### src/rtl/lif_membrane_update.sv
// lif_membrane_update
// Membrane-state controller wrapped around an external 9-bit approximate
// log multiplier. A sample is accepted in IDLE, the leak product v_mem*beta
// comes back one clock after the operands are registered, and the decayed
// potential plus input current is saturated to 9 bits, thresholded, and
// either stored or turned into a spike followed by a refractory period.
//
// Optional build macro: LIF_SUBTRACT_RESET_EN
//   defined   -> on a spike the potential keeps its residual (vnext - V_THRESH)
//   undefined -> on a spike the potential is cleared to zero
module lif_membrane_update #(
    parameter int V_THRESH      = 200,
    parameter int REFRAC_CYCLES = 4
) (
    input  logic        clk,
    input  logic        rst_n,
    input  logic        in_valid,
    output logic        in_ready,
    input  logic [8:0]  in_current,
    input  logic [8:0]  beta,
    output logic [8:0]  mul_a,
    output logic [8:0]  mul_b,
    input  logic [17:0] mul_p,
    output logic [8:0]  v_mem,
    output logic        spike,
    output logic        busy
);

    // A zero-length refractory period still needs a 1-bit counter to exist.
    localparam int CNT_W = (REFRAC_CYCLES > 0) ? $clog2(REFRAC_CYCLES + 1) : 1;
    localparam logic [CNT_W-1:0] LP_REFRAC = CNT_W'(REFRAC_CYCLES);
    localparam logic [9:0]       LP_THRESH = 10'(V_THRESH);

    typedef enum logic [1:0] {
        S_IDLE   = 2'd0,
        S_MUL    = 2'd1,
        S_UPD    = 2'd2,
        S_REFRAC = 2'd3
    } state_t;

    state_t           r_state;
    logic [8:0]       r_v_mem;
    logic             r_spike;
    logic [8:0]       r_mul_a;
    logic [8:0]       r_mul_b;
    logic [8:0]       r_current;
    logic [CNT_W-1:0] r_cnt;

    logic [8:0]       w_decay;
    logic [9:0]       w_sum10;
    logic [8:0]       w_vnext;
    logic             w_fire;

    // Decay path: product bit 17 means the Q1.8-scaled result overflows 9 bits,
    // so clamp; then add the captured current and saturate the 10-bit sum.
    always_comb begin
        w_decay = mul_p[17] ? 9'd511 : mul_p[16:8];
        w_sum10 = {1'b0, w_decay} + {1'b0, r_current};
        w_vnext = w_sum10[9] ? 9'd511 : w_sum10[8:0];
        w_fire  = ({1'b0, w_vnext} >= LP_THRESH);
    end

    // Controller: accept, wait for the multiplier, update/fire, refractory hold.
    always_ff @(posedge clk or negedge rst_n) begin
        if (!rst_n) begin
            r_state   <= S_IDLE;
            r_v_mem   <= '0;
            r_spike   <= 1'b0;
            r_mul_a   <= '0;
            r_mul_b   <= '0;
            r_current <= '0;
            r_cnt     <= '0;
        end else begin
            r_spike <= 1'b0;
            case (r_state)
                S_IDLE: begin
                    if (in_valid) begin
                        r_current <= in_current;
                        r_mul_a   <= r_v_mem;
                        r_mul_b   <= beta;
                        r_state   <= S_MUL;
                    end
                end
                S_MUL: begin
                    // Operands are stable; the multiplier captures them on this edge.
                    r_state <= S_UPD;
                end
                S_UPD: begin
                    if (w_fire) begin
`ifdef LIF_SUBTRACT_RESET_EN
                        r_v_mem <= w_vnext - LP_THRESH[8:0];
`else
                        r_v_mem <= '0;
`endif
                        r_spike <= 1'b1;
                        if (REFRAC_CYCLES == 0) begin
                            r_state <= S_IDLE;
                        end else begin
                            r_cnt   <= LP_REFRAC;
                            r_state <= S_REFRAC;
                        end
                    end else begin
                        r_v_mem <= w_vnext;
                        r_state <= S_IDLE;
                    end
                end
                S_REFRAC: begin
                    if (r_cnt == CNT_W'(1)) begin
                        r_state <= S_IDLE;
                    end
                    r_cnt <= r_cnt - CNT_W'(1);
                end
                default: begin
                    r_state <= S_IDLE;
                end
            endcase
        end
    end

    assign in_ready = (r_state == S_IDLE);
    assign busy     = (r_state != S_IDLE);
    assign mul_a    = r_mul_a;
    assign mul_b    = r_mul_b;
    assign v_mem    = r_v_mem;
    assign spike    = r_spike;

endmodule

### config.mk
export PLATFORM = sky130hd
export DESIGN_NAME = lif_membrane_update
export DESIGN_NICKNAME = d
export VERILOG_FILES = /design/src/rtl/lif_membrane_update.sv
export SDC_FILE = /design/constraint.sdc
export NUM_CORES = 1
export LEC_CHECK = 0
export ABC_CLOCK_PERIOD_IN_PS = 2200
export CAP_MARGIN = 30
export CORE_UTILIZATION = 39
export CTS_CLUSTER_DIAMETER = 40
export DETAILED_ROUTE_END_ITERATION = 10
export HOLD_SLACK_MARGIN = 0.12
export PLACE_DENSITY = 0.71
export SKIP_CTS_REPAIR_TIMING = 1
export SYNTH_ARGS = -nofsm -noshare
export SYNTH_HDL_FRONTEND = slang
export SYNTH_SLANG_ARGS = --single-unit
### constraint.sdc
create_clock -name clk -period 2.2 [get_ports clk]
set_input_delay 0.22 -clock clk [delete_from_list [all_inputs] [get_ports clk]]
set_output_delay 0.22 -clock clk [all_outputs]
set_load 0.005 [all_outputs]
==> summary.txt, run 1 <==
Status
  – Status: finished, violations left
  – Failing checks: negative setup slack

Synth
  – EDFF count, synth: 0
  – Ranking of synthesized cells by area: dfrtp_1 (46%), mux2_2 (13%), ha_1 (6.1%), or2_2 (2.8%), nand2_1 (2.6%)
  – Synthesized area: 2270 um^2
  – Cell with the most instances after synthesis: dfrtp_1
  – Seq/Total Area, Yosys: 0.463
  – Commonest cells in the synthesized netlist: dfrtp_1 (42), mux2_2 (26), nand2_1 (16)
  – Ys flop type: dfrtp_1
  – Yosys warns: 0
  – Mapped Nets: 256
  – Unique masters post-synth: 46
  – Leading area contributor after synthesis: dfrtp_1
  – Fraction of registers with async set/reset: 1.00
  – Top-area cell type share of the netlist area: 0.463
  – Syn Area/Cell: 11.1 um^2
  – Yosys reg bits: 42
  – Post-Syn Instances: 205

Final layout
  – Register area: 1050 um^2
  – Fin area: 3470 um^2
  – Fillers: 454
  – Area Growth Syn to Fin: 52.9%
  – Final net count: 348
  – # diodes: 0
  – Multi-input gate area: 1270 um^2
  – Final Core Density: 0.626
  – Share of layout cells above drive strength 1: 0.352

Timing
  – F_max: 0.412 GHz
  – Crit share post-route: 1.10
  – Final setup margin: -0.225 ns
  – Endpoints failing hold: 0
  – Clock Skews: 0.00419 ns
  – Slew headroom: 0.583
  – Minimum clock period: 2.42 ns
  – Final Setup Violations: 14
  – Count of final max-slew check failures: 0
  – RSZ-0062 raised after global routing: yes
  – Worst Max-Slew Pin Slew: 0.626 ns

Critical path
  – WP data required: 2.39 ns
  – CP top delay family: compound AO/OA/AOI/OAI gates
  – Crit end category: register
  – Worst path bufs/invs: 2
  – Critical Path AT: 2.61 ns
  – CP peak stage delay: 0.37 ns
  – Critical R2R Capture: v_mem[2]
  – Worst Reg2Reg Path Length in Cells: 10
  – Setup crit start kind: register
  – CP max stage cell: fa_2
  – Reg2reg start: r_current[0]
  – Worst-path cell chain: ha_2, inv_2, fa_2, nand2b_4, a2111o_1, o211ai_1, o211a_1, o21ai_4, buf_12, o41ai_4
  – Reg2reg setup slack: -0.22 ns
  – Crit Path Class: register to register
  – Crit Path Max Fanout: 7

Detailed routing
  – Met2 wire len: 2.71 mm
  – Routed via count: 1863
  – First-pass DRT Iterations: 4
  – Met3 WL: 258 um
  – DRC: 0
  – Drt wl/cell: 14.5 um
  – DR vias/cell: 5.04
  – Total length of routed wires: 5.37 mm
  – Initial DRC Count: 39
  – Max Used Layer: met4
  – Met1 wire length: 2.35 mm
  – Post-route antenna net violation count: 0

Clock tree
  – Register clock-pin slew on the reported worst setup and hold paths: 0.08 ns
  – Root Buffer: clkbuf_8
  – CTS tree: built
  – Maximum buffer depth of the clock tree: 2
  – Num CTS Buffers: 5
  – Clock Sink Count: 42
  – Skew-Pair Late Insertion Delay: 0.29 ns
  – Htree depth: 2

Min path
  – Hold Crit Class: input port to asynchronous set/reset pin

Power and ir drop
  – Cell Pwr Density: 1490 nW/um^2
  – Comb pwr share: 0.625
  – Net switching power: 1.88 mW
  – Sw Ratio: 0.364
  – Peak VDD IR: 0.000667 V
  – Clock power frac: 0.115
  – Int Pwr: 3.28 mW
  – LEAKAGE: 1.52 nW
  – Reg power frac: 0.261

Placed design
  – DP HPWL: 3.74 mm
  – Area after DPL: 3150 um^2
  – Number of port buffers: 60
  – Placer Congestion: 0.842

Floorplan
  – # rows: 27
  – Die area: 6130 um^2
  – Die Ht: 78.3 um
  – DIE WIDTH: 78.3 um
  – Initial Util: 0.409
  – Placeable Area: 5540 um^2
  – Ports: 69

GRT
  – First-pass GRT wire length: 8.30 mm
  – Largest net degree at the start of global routing: 32
  – Total GRT Usage: 0.173
  – Overflow after GRT: 0
  – Initial antenna violation count: 0
  – Vias in the first global route: 1820

Run
  – Max cap viols: 0
-- metal layers --
metal / global-route usage / vias to the layer above
met4: 0.0389 / 0
met1: 0.221 / 899
met2: 0.296 / 51
li1: - / 905
met3: 0.0384 / 8
met5: 0 / -
-- state kept, by name (all words and copies together) (netlist names) --
register / flops
mul_a: 9
mul_b: 9
r_current: 9
v_mem: 9
r_cnt: 3
r_state: 2
spike: 1
-- metrics by stage --
stage / hold WS (ns) / cells / setup slack, ns / TNS, ns / total power, mW
6_report: 0.336 / 370 / -0.225 / -2.48 / 5.15
2_1_floorplan: -0.0756 / 205 / 0.00120 / 0 / 2.86
3_3_place_gp: 0.112 / 356 / -0.785 / -10.66 / 3.95
3_5_place_dp: 0.114 / 356 / -0.939 / -12.47 / 4.04
5_1_grt: 0.366 / 370 / -0.306 / -3.53 / 5.51
4_1_cts: -0.198 / 364 / -0.654 / -8.45 / 4.66
-- placed cells by master, fill, tap and decap left out, types with 4 or more instances in the layout --
master           instances
a21oi_1                  9
buf_4                   31
clkbuf_8                 5
clkdlybuf4s50_1         57
dfrtp_1                 42
ha_4                     7
inv_1                   10
mux2_2                  26
nand2_1                 16
nor2_1                  10
o21ai_0                  4
o31ai_2                  4
or2_2                    7
-- final cells by class --
cell class / instances / area share
clock buffer: 6 / 0.0209
multi-input combinational: 142 / 0.368
inverter: 11 / 0.0119
timing repair buffer: 95 / 0.260
sequential: 42 / 0.303
clock inverter: 2 / 0.0108
tap: 72 / 0.0260
-- worst max-delay path by stage --
stage | startpoint | endpoint | slack (ns) | cells past startpoint
2_1_floorplan | mul_p[17] | v_mem[0] | 0.001 | 10
3_3_place_gp | mul_p[17] | v_mem[6] | -0.79 | 9
3_5_place_dp | mul_p[17] | v_mem[0] | -0.94 | 11
4_1_cts | mul_p[17] | v_mem[0] | -0.65 | 11
5_1_grt | r_current[0] | v_mem[2] | -0.31 | 10
6_report | r_current[0] | v_mem[2] | -0.22 | 10
-- cell families after synthesis --
family	Yosys count	synth area share
and+or+nand+nor	55	0.129
AOI/OAI and AO/OA	44	0.146
DFF	42	0.463
muxes	27	0.133
buffers and inverters	21	0.0430
adders and majority gates	12	0.0695
xor gates and xnor gates	4	0.0154
-- power by group through the flow --
stage	Sequential [mW]	Clock, mW	Combinational [mW]
floorplan	1.29	0	1.58
global placement	1.31	0	2.64
detailed placement	1.33	0	2.71
CTS	1.32	0.608	2.74
global route	1.39	0.650	3.47
finish	1.34	0.591	3.22
No activity file was read; power rests on OpenSTA's default activity.
==> run 2, diff against run 1 <==
- CORE_UTILIZATION: 39 -> 42
- PLACE_DENSITY: 0.71 -> 0.76
==> run 2 against run 1 <==
- the run still ends with negative setup slack left
- utilization increased by 3.9 points
- hold slack got worse by 0.022 ns
- combinational power decreased by 4%
- critical endpoint unchanged
- largest power group unchanged
- highest routed layer unchanged
==> summary.txt, run 2 (synthesized netlist as in run 1, its figures left out) <==
Timing
  – Crit share post-route: 1.09 (-0.0158)
  – Final Setup Violations: 14 (unchanged)
  – Clock Skews: 0.00728 ns (+0.00309 ns)
  – Endpoints failing hold: 0 (unchanged)
  – Minimum clock period: 2.39 ns (-0.0347 ns)
  – F_max: 0.418 GHz (+1.5%)
  – Slew headroom: 0.629 (+0.0463)
  – Final setup margin: -0.190 ns (+0.0347 ns)
  – Count of final max-slew check failures: 0 (unchanged)
  – Worst Max-Slew Pin Slew: 0.557 ns (-0.0694 ns)
  – RSZ-0062 raised after global routing: yes

Critical path
  – Worst Reg2Reg Path Length in Cells: 10 (unchanged)
  – CP top delay family: simple AND/OR/NAND/NOR gates
  – Crit end category: register
  – Worst-path cell chain: clkdlybuf4s50_1, or2_2, ha_4, nand2_2, o31a_1, and3_4, nor3_4, o21ai_4, o41ai_2
  – WP data required: 2.40 ns (about the same)
  – CP peak stage delay: 0.39 ns (+0.02 ns)
  – Setup crit start kind: input port
  – Critical R2R Capture: v_mem[5]
  – Critical Path AT: 2.59 ns (-0.02 ns)
  – Crit Path Class: input port to register
  – Reg2reg start: r_current[1]
  – Worst path bufs/invs: 1 (-1)
  – Crit Path Max Fanout: 6 (-1)
  – Reg2reg setup slack: -0.19 ns (+0.03 ns)
  – Worst path depth: 9 (-1)
  – CP max stage cell: clkdlybuf4s50_1

Clock tree
  – Skew-Pair Late Insertion Delay: 0.30 ns (about the same)
  – Htree depth: 2 (unchanged)
  – CTS tree: built
  – Maximum buffer depth of the clock tree: 2 (unchanged)
  – Num CTS Buffers: 5 (unchanged)
  – Register clock-pin slew on the reported worst setup and hold paths: 0.09 ns (about the same)
  – Clock Sink Count: 42 (unchanged)
  – Root Buffer: clkbuf_8

Floorplan
  – Ports: 69 (unchanged)
  – Die Ht: 75.5 um (-3.5%)
  – Initial Util: 0.441 (+0.0319)
  – Die area: 5700 um^2 (-7.0%)
  – Placeable Area: 5140 um^2 (-7.2%)
  – # rows: 26 (-3.7%)
  – DIE WIDTH: 75.5 um (-3.5%)

GRT
  – Largest net degree at the start of global routing: 32 (unchanged)
  – First-pass GRT wire length: 8.42 mm (+1.4%)
  – Overflow after GRT: 0 (unchanged)
  – Vias in the first global route: 1827 (+0.38%)
  – Total GRT Usage: 0.199 (+0.0267)
  – Initial antenna violation count: 0 (unchanged)

Final layout
  – Most frequent cells in the layout: clkdlybuf4s50_1 (56), dfrtp_1 (42), buf_4 (34)
  – # diodes: 0 (unchanged)
  – Commonest non-fill, non-tap cell in the layout: clkdlybuf4s50_1
  – Final net count: 350 (+0.57%)
  – Fin area: 3420 um^2 (-1.5%)
  – Share of layout cells above drive strength 1: 0.347 (-0.00568)
  – Non-Filler Instances: 370 (unchanged)
  – Fillers: 427 (-5.9%)
  – Area Growth Syn to Fin: 50.6%

Status
  – Status: finished, violations left
  – Failing checks: negative setup slack

Power and ir drop
  – LEAKAGE: 1.50 nW (-1.2%)
  – Cell Pwr Density: 1450 nW/um^2 (-2.4%)
  – Peak VDD IR: 0.000740 V (+11%)

Detailed routing
  – DR vias/cell: 5.09 (+1.1%)
  – Drt wl/cell: 14.6 um (+0.33%)
  – Routed via count: 1883 (+1.1%)
  – DRC: 0 (unchanged)
  – First-pass DRT Iterations: 6 (+2)
  – Total length of routed wires: 5.39 mm (+0.33%)
  – Initial DRC Count: 136 (+250%)
  – Post-route antenna net violation count: 0 (unchanged)

Placed design
  – Area after DPL: 3140 um^2 (-0.32%)
  – Number of port buffers: 60 (unchanged)
  – Cells after DPL: 353 (-0.84%)
  – Placer Congestion: 0.958 (+14%)
  – DP HPWL: 3.87 mm (+3.4%)

Run
  – Max cap viols: 0 (unchanged)

Min path
  – Hold Crit Class: input port to asynchronous set/reset pin
==> run 2: final cells by class <==
cell class                 instances  area [um^2]  share of cell area
multi-input combinational        143         1250               0.367
tap                               70         87.6              0.0256
inverter                          11         41.3              0.0121
clock inverter                     3         23.8             0.00696
clock buffer                       5         68.8              0.0201
timing repair buffer              96          888               0.260
sequential                        42         1050               0.308
==> run 2: how the worst max path moves through the flow <==
stage | endpoint | start | slack, ns
finish | v_mem[2] | mul_p[11] | -0.19
global route | r_cnt[1] | mul_p[17] | -0.29
CTS | v_mem[2] | mul_p[17] | -0.52
detailed placement | v_mem[2] | mul_p[17] | -0.85
global placement | r_state[0] | mul_p[17] | -0.74
floorplan | v_mem[0] | mul_p[17] | 0.001
==> run 2: power breakdown <==
group / switching, mW / leakage (nW) / internal [mW]
sequential: 0.257 / 0.531 / 1.09
clock: 0.280 / 0.0408 / 0.227
combinational: 1.36 / 0.928 / 1.74
==> run 2: routing by layer <==
metal	wire, um	global-route usage	vias to the layer above
met3	287	0.0437	6
met4	57	0.0597	0
met2	2710	0.339	56
met5	0	0	-
li1	-	-	908
met1	2340	0.255	913
==> run 2: through the flow <==
| step | power (mW) | worst slack (ns) | hold slack, ns | utilization | setup TNS (ns) |
|---|---|---|---|---|---|
| after floorplan | 2.86 | 0.00120 | -0.0756 | - | 0 |
| after global placement | 3.96 | -0.744 | 0.102 | 0.611 | -9.87 |
| after detailed placement | 4.02 | -0.849 | 0.100 | 0.611 | -10.72 |
| after CTS | 4.55 | -0.518 | -0.231 | 0.629 | -6.45 |
| after global routing | 5.35 | -0.287 | 0.357 | 0.665 | -3.06 |
| final | 4.95 | -0.190 | 0.314 | 0.665 | -1.71 |
==> run 3, diff against run 2 <==
- SKIP_CTS_REPAIR_TIMING: 1 -> default
==> run 3 against run 2 <==
- the run still ends with negative setup slack left
- critical path depth increased by 1
- flip-flop and latch count unchanged
- clock power about the same
- register-to-register slack better by 0.04 ns
- fmax rose by 1.8%
- worst setup slack better by 0.043 ns
- die area is the same
- clock skew increased by 0.0017 ns
- sequential power about the same
==> summary.txt, run 3 (synthesized netlist as in run 1, its figures left out) <==
Run
  – Max cap viols: 0 (unchanged)

Timing
  – Clock Skews: 0.00894 ns (+0.00166 ns)
  – Crit share post-route: 1.07 (-0.0196)
  – RSZ-0062 raised after global routing: yes
  – Hold WS: 0.311 ns (-0.00280 ns)
  – Worst Max-Slew Pin Slew: 0.706 ns (+0.149 ns)
  – Minimum clock period: 2.35 ns (-0.0430 ns)
  – Slew headroom: 0.529 (-0.0996)
  – Final Setup Violations: 14 (unchanged)
  – F_max: 0.426 GHz (+1.8%)
  – Count of final max-slew check failures: 0 (unchanged)
  – Endpoints failing hold: 0 (unchanged)
  – Final setup margin: -0.147 ns (+0.0430 ns)
  – TNS Setup: -1.58 ns (+0.130 ns)

Detailed routing
  – Drt wl/cell: 15.4 um (+5.7%)
  – Met2 wire len: 2.98 mm (+10%)
  – Total length of routed wires: 5.76 mm (+6.9%)
  – Max Used Layer: met4
  – Routed via count: 1939 (+3.0%)
  – DRC: 0 (unchanged)
  – First-pass DRT Iterations: 4 (-2)
  – Met3 WL: 283 um (-1.4%)
  – Initial DRC Count: 116 (-15%)
  – Met1 wire length: 2.45 mm (+4.4%)
  – Post-route antenna net violation count: 0 (unchanged)
  – DR vias/cell: 5.18 (+1.9%)

Floorplan
  – Placeable Area: 5140 um^2 (unchanged)
  – Ports: 69 (unchanged)
  – Die area: 5700 um^2 (unchanged)
  – Die Ht: 75.5 um (unchanged)
  – # rows: 26 (unchanged)
  – DIE WIDTH: 75.5 um (unchanged)
  – Initial Util: 0.441 (unchanged)

GRT
  – Overflow after GRT: 0 (unchanged)
  – Total GRT Usage: 0.220 (+0.0211)
  – Vias in the first global route: 1933 (+5.8%)
  – First-pass GRT wire length: 9.26 mm (+10%)
  – Initial antenna violation count: 0 (unchanged)
  – Largest net degree at the start of global routing: 32 (unchanged)

Critical path
  – Setup crit start kind: register
  – WP data required: 2.41 ns (about the same)
  – Crit Path Max Fanout: 6 (unchanged)
  – Crit Path Class: register to register
  – Critical Path AT: 2.56 ns (-0.03 ns)
  – Crit end category: register

Final layout
  – Final net count: 354 (+1.1%)
  – Share of layout cells above drive strength 1: 0.368 (+0.0218)
  – Area Growth Syn to Fin: 53.7%
  – Final Core Density: 0.678 (+0.0139)
  – Fillers: 416 (-2.6%)
  – Most frequent cells in the layout: clkdlybuf4s50_1 (54), dfrtp_1 (42), buf_4 (36)
  – Commonest non-fill, non-tap cell in the layout: clkdlybuf4s50_1
  – # diodes: 0 (unchanged)

Clock tree
  – Skew-Pair Late Insertion Delay: 0.30 ns (about the same)
  – Num CTS Buffers: 5 (unchanged)
  – CTS tree: built
  – Clock Sink Count: 42 (unchanged)
  – Maximum buffer depth of the clock tree: 2 (unchanged)
  – Htree depth: 2 (unchanged)
  – Root Buffer: clkbuf_8
  – Register clock-pin slew on the reported worst setup and hold paths: 0.09 ns (about the same)

Placed design
  – DP HPWL: 3.87 mm (unchanged)
  – Number of port buffers: 60 (unchanged)
  – Pre-CTS setup slack: -0.849 ns (unchanged)
  – Placer Congestion: 0.958 (unchanged)

Power and ir drop
  – Cell Pwr Density: 1500 nW/um^2 (+3.6%)
  – Peak VDD IR: 0.000709 V (-4.2%)
  – LEAKAGE: 1.51 nW (+0.45%)

Min path
  – Hold Crit Class: input port to asynchronous set/reset pin

Status
  – Status: finished, violations left
  – Failing checks: negative setup slack
==> run 3: changes by cell type in the layout (fill, tap and decap cells not counted), sizes merged <==
cell           change
dlygate4sd2        +4
clkdlybuf4s15      +1
clkdlybuf4s50      -2
dlymetal6s2s       -3
buf                +4
==> run 3: critical path: stages, from the launching register on <==
cell	delay [ns]
dfrtp_1	0.36
ha_2	0.20
inv_2	0.04
fa_2	0.33
nand2b_4	0.15
a2111o_1	0.35
o211ai_1	0.08
o211a_1	0.28
o21ai_4	0.13
buf_4	0.16
o31ai_2	0.17
==> run 3: final cells by class <==
class | instances | area [um^2] | area share
clock buffer | 5 | 68.8 | 0.0197
inverter | 11 | 41.3 | 0.0118
multi-input combinational | 143 | 1300 | 0.373
sequential | 42 | 1050 | 0.301
timing repair buffer | 100 | 915 | 0.262
tap | 70 | 87.6 | 0.0251
clock inverter | 3 | 23.8 | 0.00682
==> run 3: path summary, 6_finish.rpt <==
check	end	slack [ns]	cells after the start	startpoint
setup / recovery	r_cnt[1]	-0.15	10	r_current[0]
hold / removal	mul_b[5]	0.31	2	rst_n
setup reg to reg	r_cnt[1]	-0.15	10	r_current[0]
hold reg to reg	mul_a[4]	0.51	1	mul_a[4]
max in group asynchronous	r_state[0]	1.20	3	rst_n
min in group clk	r_current[1]	0.48	3	in_current[1]
==> run 3: per-stage QoR <==
step           area, um^2  std cells  power [mW]
6_report             3490        374        5.24
5_1_grt              3490        374        5.62
4_1_cts              3440        371        5.01
3_5_place_dp         3140        353        4.02
3_3_place_gp         3140        353        3.96
2_1_floorplan        2290        205        2.86
==> run 3: where the power goes <==
part / total, mW / internal (mW) / switching, mW
Combinational: 3.38 / 1.88 / 1.50
Clock: 0.510 / 0.227 / 0.283
Sequential: 1.35 / 1.09 / 0.258
Total: 5.24 / 3.20 / 2.04
==> run 3: repair_timing <==
action | in CTS | in global routing
endpoints found under the setup margin | 14 | 14
resized for setup | 31 | 4
cloned | 1 | 0
pin swaps | 18 | 3
hold endpoints to repair | 11 | 0
hold buffers | 1 | 0
buffers inserted | 8 | 3
==> run 3: routing by layer <==
layer,vias up,GRT usage
met5,-,0
met4,0,0.0556
met3,6,0.0437
met2,64,0.386
met1,949,0.280
li1,920,-
